<file path="config.mk">
export PLATFORM = sky130hd
export DESIGN_NAME = mult_accum
export DESIGN_NICKNAME = d
export VERILOG_FILES = /design/src/rtl/mult_accum_pkg.sv /design/src/rtl/mult_accum_adder.sv /design/src/rtl/mult_accum.sv
export SDC_FILE = /design/constraint.sdc
export NUM_CORES = 1
export LEC_CHECK = 0
export CORE_ASPECT_RATIO = 1.5
export CORE_MARGIN = 2
export CORE_UTILIZATION = 40
export CTS_CLUSTER_DIAMETER = 60
export DETAILED_ROUTE_END_ITERATION = 10
export GPL_ROUTABILITY_DRIVEN = 0
export GPL_TIMING_DRIVEN = 0
export PLACE_DENSITY = 0.66
export SETUP_SLACK_MARGIN = 0.3
export SYNTH_ARGS = -nofsm -noshare
export SYNTH_HDL_FRONTEND = slang
export SYNTH_SLANG_ARGS = --single-unit
</file>
<file path="constraint.sdc">
create_clock -name clk -period 5.9 [get_ports clk]
set_input_delay 1.18 -clock clk [delete_from_list [all_inputs] [get_ports clk]]
set_output_delay 1.18 -clock clk [all_outputs]
set_load 0.05 [all_outputs]
</file>
<file path="src/rtl/mult_accum_pkg.sv">
// Shared definitions for the multiply-accumulate block: FSM state encoding
// and default widths.
package mult_accum_pkg;

  localparam int ACC_W_DEF = 36;
  localparam int CNT_W_DEF = 8;

  typedef enum logic [1:0] {
    IDLE  = 2'd0,
    ACCUM = 2'd1,
    DONE  = 2'd2
  } state_e;

endpackage : mult_accum_pkg

</file>
<file path="src/rtl/mult_accum_adder.sv">
// Parameterised n-bit ripple adder with carry in and carry out. The carry
// out is what the accumulator uses to detect wrap past 2^n.
module acc_adder #(
  parameter int N = 36
) (
  input  logic [N-1:0] a,
  input  logic [N-1:0] b,
  input  logic         cin,
  output logic [N-1:0] sum,
  output logic         cout
);

  // Single wide add; the extra MSB captures the carry out.
  assign {cout, sum} = {1'b0, a} + {1'b0, b} + {{N{1'b0}}, cin};

endmodule : acc_adder

</file>
<file path="src/rtl/mult_accum.sv">
// Accumulates a host-specified number of 32-bit unsigned products into an
// ACC_W-bit sum, flagging wrap-around, and presents the result with a
// valid/ready handshake.
module mult_accum
  import mult_accum_pkg::*;
#(
  parameter int ACC_W = ACC_W_DEF,
  parameter int CNT_W = CNT_W_DEF
) (
  input  logic             clk,
  input  logic             rst_n,
  input  logic             start,
  input  logic [CNT_W-1:0] len,
  input  logic [31:0]      prod,
  input  logic             prod_valid,
  output logic             prod_ready,
  output logic [ACC_W-1:0] res,
  output logic             res_valid,
  input  logic             res_ready,
  output logic             ovf,
  output logic             busy
);

  state_e           state_q, state_d;
  logic [ACC_W-1:0] acc_q, acc_d;
  logic [CNT_W-1:0] cnt_q, cnt_d;
  logic             ovf_q, ovf_d;

  logic [ACC_W-1:0] prod_ext;
  logic [ACC_W-1:0] sum;
  logic             carry;
  logic             beat;

  // Products are unsigned, so widen with zeros to the accumulator width.
  assign prod_ext = ACC_W'(prod);

  acc_adder #(
    .N (ACC_W)
  ) u_adder (
    .a    (acc_q),
    .b    (prod_ext),
    .cin  (1'b0),
    .sum  (sum),
    .cout (carry)
  );

  // Handshake and status outputs decode directly from the current state.
  assign prod_ready = (state_q == ACCUM);
  assign res_valid  = (state_q == DONE);
  assign busy       = (state_q != IDLE);
  assign res        = acc_q;
  assign ovf        = ovf_q;
  assign beat       = prod_valid && prod_ready;

  // State and datapath registers; reset discards any partial sum.
  always_ff @(posedge clk or negedge rst_n) begin
    if (!rst_n) begin
      state_q <= IDLE;
      acc_q   <= '0;
      cnt_q   <= '0;
      ovf_q   <= 1'b0;
    end else begin
      state_q <= state_d;
      acc_q   <= acc_d;
      cnt_q   <= cnt_d;
      ovf_q   <= ovf_d;
    end
  end

  // Next-state and datapath update; start is only looked at in IDLE.
  always_comb begin
    state_d = state_q;
    acc_d   = acc_q;
    cnt_d   = cnt_q;
    ovf_d   = ovf_q;
    unique case (state_q)
      IDLE: begin
        if (start) begin
          acc_d   = '0;
          ovf_d   = 1'b0;
          cnt_d   = len;
          // A zero-length request has nothing to add; report 0 straight away.
          state_d = (len == '0) ? DONE : ACCUM;
        end
      end
      ACCUM: begin
        if (beat) begin
          acc_d = sum;
          ovf_d = ovf_q | carry;
          cnt_d = cnt_q - CNT_W'(1);
          if (cnt_q == CNT_W'(1)) begin
            state_d = DONE;
          end
        end
      end
      DONE: begin
        if (res_ready) begin
          state_d = IDLE;
        end
      end
      default: begin
        state_d = IDLE;
      end
    endcase
  end

endmodule : mult_accum

</file>
# Word-level counts from Yosys, hierarchy flattened

Index checks and enable logic that the tools add are counted.

Flip-flop bits (word level): 47
Input port bits: 45
Output and inout port bits: 40
Logic and storage cells: 36

$add $sub $neg: 2
Equality and inequality tests: 7
Muxes and demuxes: 15
Bitwise logic cells: 1
Reductions and logical operators: 7

Operator list:

| kind                  | number |
|---|---|
| $mux W36              | 2 |
| $pmux W36 S2          | 1 |
| $add A36 B32 Y37      | 1 |
| $mux W8               | 2 |
| $pmux W8 S2           | 1 |
| $mux W2               | 5 |
| $eq A8 B1 Y1 const B  | 1 |
| $logic_not A8 Y1      | 1 |
| $sub A8 B1 Y8 const B | 1 |
| $ne A2 B1 Y1 const B  | 3 |
| $pmux W2 S3           | 1 |
| $reduce_and A4 Y1     | 1 |
| $reduce_bool A2 Y1    | 2 |
| $reduce_and A3 Y1     | 1 |
| $eq A2 B1 Y1 const B  | 1 |
| $eq A2 B2 Y1 const B  | 1 |
| $logic_not A2 Y1      | 1 |
| $mux W1               | 2 |
| $ne A2 B2 Y1 const B  | 1 |
| $pmux W1 S2           | 1 |
| $logic_and A1 B1 Y1   | 1 |
| $or A1 B1 Y1          | 1 |

# Logic depth before layout (Yosys ltp)

Word-level depth: 4
Gate-level depth with buffers: 11
Gate-level depth less buffers: 11

# Modules after synthesis

A second synthesis with hierarchy kept.

Cells, all modules: 539
Area total of the unflattened synthesis: 4294.1 µm²

By module, submodules not included:

| module     | times used | cells each | area each (µm²) | seq. area each (µm²) |
|---|---|---|---|---|
| mult_accum | 1          | 246        | 2229.6          | 1176.1 |
| acc_adder  | 1          | 293        | 2064.5          | 0.0 |

# Worst setup path before layout

No wires, ideal clock.

Path type: input port to flip-flop
Start: input port prod[0]
End: register acc_q[22], in the netlist res[22]
Setup time: 0.130 ns
Data arrival time: 3.192 ns
Required time: 5.770 ns
Setup slack: 2.578 ns
Cell stages on the path: 11
Path buffers: 0
Cells stage by stage: ha_1 -> fa_1 -> a21oi_1 -> nor2_1 -> o21ai_2 -> a31oi_2 -> a211o_1 -> a31oi_1 -> o21ai_1 -> xnor2_1 -> o21ai_1

Longest elaborated chain between the ends: 3

RTL lines:

| item                   | line                   | text |
|---|---|---|
| start: declaration     | mult_accum.sv:14       | `input logic [31:0] prod,` |
| $add A36 B32 Y37       | mult_accum_adder.sv:14 | `assign {cout, sum} = {1'b0, a} + {1'b0, b} + {{N{1'b0}}, cin};` |
| $mux W36               | mult_accum.sv:87       | `if (beat) begin` |
| $pmux W36 S2           | mult_accum.sv:76       | `unique case (state_q)` |
| end signal: assignment | mult_accum.sv:59       | `acc_q <= '0;` |
| end signal: assignment | mult_accum.sv:64       | `acc_q <= acc_d;` |
| end: declaration       | mult_accum.sv:25       | `logic [ACC_W-1:0] acc_q, acc_d;` |

No other way between the ends. The select of a mux whose other input is x is not followed.
A chain may end at the register's enable or synchronous reset.

# Worst setup path in the final report

Same ends and word-level chain as after synthesis.

==> metrics.txt <==
hold violation count in the final report=0; Data arrival, critical path=3980 ps; FMAX=262 MHz; synth unique cells=51; clk_skew=8.62 ps; Mean Syn Cell Area=8.28 µm²; P&R area growth vs syn=32.0%; post-synthesis mux area share=1.11%; dpl hpwl=7370 µm; Initial Util=41.0%; RSZ-0062 raised after global routing=false; CTS Root Cell=clkbuf_16; TritonCTS Buffers=5; total negative setup slack=0 ps; Synthesis Warnings=0; Mapped Area=0.00359 mm²; TritonCTS clock tree=built; Synth Register Bits=47; Seq/Total Area, Yosys=32.7%; die outline width=81.4 µm; Synth Area in Adders=12.4%; CTS hold repair buffers=0; Final ANT Viol Nets=0; main area contributors after synthesis=dfrtp_1, ha_1, nand2_1, o21ai_0, a21oi_1; Crit. End Element=flip-flop; Final nets=606; power density over the cells=523 mW/mm²; total wire length=9270 µm; Slew headroom=64.7%; syn nets=514; outcome=finished clean; clock sinks=47; grt total ovfl=0; Layout Utilization=54.1%; WL/cell=14.6 µm; via count=3498; Ant. Diodes=0; main combinational cell family by area after synthesis=compound AO/OA/AOI/OAI gates; Worst-Skew Late Latency=290 ps; most frequent cells in the layout=clkdlybuf4s50_1, nand2_1, dfrtp_1; first-pass GRT wire length=15300 µm; Mapped Cells=434; r2r endpoint=res[22]$_DFFE_PN0P_; number of global-route vias before repair=3396; Yosys top cell area share=32.7%; Crit Path Max Fanout=4; maximum vdd drop=0.000278 V; Compound-Gate Fraction of Synth Area=26.1%; Worst setup SP type=input port; clk slew on worst S/H paths=70 ps; Leakage=2.06 nW; clock tree buffer depth=2; top_reg_cell synth=dfrtp_1; max-cap violations=0; DR vias/cell=5.49; CORE AREA=0.00878 mm²; Slew Viols, Final=0; asr flop ratio synth=100%; CTS resizes=0; depth of the most critical reg-to-reg path=11; hold path cells=1; I/O Pins=85; hold path startpoint=res[34]$_DFFE_PN0P_; die area=0.00978 mm²; EDFF count, synth=0; flop-to-flop setup slack=3010 ps; Setup CP Type=in -> reg; input/output buffers=84; DRT Pass-1 Iters=4; hold crit path type=reg -> reg; Post-CTS Setup Inserts=0; H-tree Lvls=2; Remaining DRCs=0; Critical Path RT=6070 ps; row count=42; Die Y=120 µm; Total GRT Usage=19.9%; Final min period=3810 ps; initial antenna violation count=0; simple-gate share of the synthesized area=16.8%; xor and xnor area share after synthesis=7.07%; endpoints failing setup=0; leading area contributor after synthesis=dfrtp_1; layout cells sized above 1=5.31%; worst reg2reg startpoint=res[0]$_DFFE_PN0P_; Worst Tran Pin Value=527 ps; hold-critical path endpoint=res[34]$_DFFE_PN0P_; largest net degree at the start of global routing=30; final period utilization=64.6%; total power=2.48 mW; commonest non-fill, non-tap cell in the layout=clkdlybuf4s50_1; Iter 0 DRT Violations=98
==> logic make-up after synthesis <==
kind of cell | after synthesis
compound gates | 149
mux | 4
fa+ha+maj | 35
simple gates | 136
xor+xnor | 29
flops | 47
buf+inv | 34
==> how the worst max path moves through the flow <==
stage	startpoint	end	slack [ps]	cells after the start
global placement	prod[0]	res[22]$_DFFE_PN0P_	1800	12
detailed placement	prod[0]	res[22]$_DFFE_PN0P_	1800	12
global route	prod[0]	res[22]$_DFFE_PN0P_	1890	12
CTS	prod[0]	res[22]$_DFFE_PN0P_	2090	12
finish	prod[0]	res[22]$_DFFE_PN0P_	2090	12
floorplan	prod[0]	res[22]$_DFFE_PN0P_	2580	11
==> power breakdown <==
group	internal (mW)	leakage, nW	switching (mW)
Sequential	0.445	0.605	0.104
Clock	0.181	0.0772	0.123
Combinational	0.610	1.38	1.02
Total	1.24	2.06	1.25
==> synthesized netlist by cell type (2+ instances only) <==
library cell,instances
inv_1,15
nor3_1,9
nor2_1,28
o2111ai_1,2
nand2_1,63
o21ai_1,14
xnor2_1,20
a211oi_1,5
a21oi_1,38
nand3_1,9
o21a_1,4
a22oi_1,3
and2_1,2
o21bai_1,4
or2_2,2
nand4_1,9
ha_1,34
a31o_2,2
a41o_1,2
mux2i_1,4
clkbuf_1,16
nor4_1,5
xor2_1,9
a21oi_2,3
dfrtp_1,47
o21ai_0,41
nor2b_1,4
buf_2,2
a31oi_1,5
a21o_1,8
a22o_1,3
o21ai_2,3
==> through the flow <==
step                      setup WS (ps)  instance area [µm²]  std cells  hold slack, ps
after floorplan                    2580                 3590        434             470
after CTS                          2090                 4740        637             514
final                              2090                 4740        637             507
after global placement             1800                 4570        628             491
after global routing               1890                 4740        637             547
after detailed placement           1800                 4590        629             500
==> worst max-delay path, cell delays in order <==
cell	delay (ps)
clkdlybuf4s50_1	410
ha_1	250
fa_1	430
a21oi_1	210
nor2_1	100
o21ai_2	180
a31oi_2	180
a211o_1	360
a31oi_1	300
o21ai_1	140
xnor2_1	170
o21ai_1	70
==> state kept, by name, summed over array words and instances, names as in the netlist <==
name,flops
res,36
cnt_q,8
state_q,2
ovf,1
==> per-layer routing <==
layer | vias to the layer above | part of all wire [%] | global-route usage (%)
met5 | - | 0 | 0
met4 | 0 | 3.5 | 8.90
met3 | 27 | 4.4 | 3.91
met2 | 101 | 51 | 34.6
met1 | 1627 | 41 | 22.9
li1 | 1743 | - | -
==> area by class of cell <==
type / count / area, µm²
Timing Repair Buffer: 85 / 856
Sequential cell: 47 / 1180
Tap cell: 110 / 138
Clock buffer: 8 / 156
Inverter: 15 / 56.3
Multi-Input combinational cell: 353 / 2280
Fill cell: 851 / 4030
Buffer: 19 / 81.3
No activity file was read; power rests on OpenSTA's default activity.
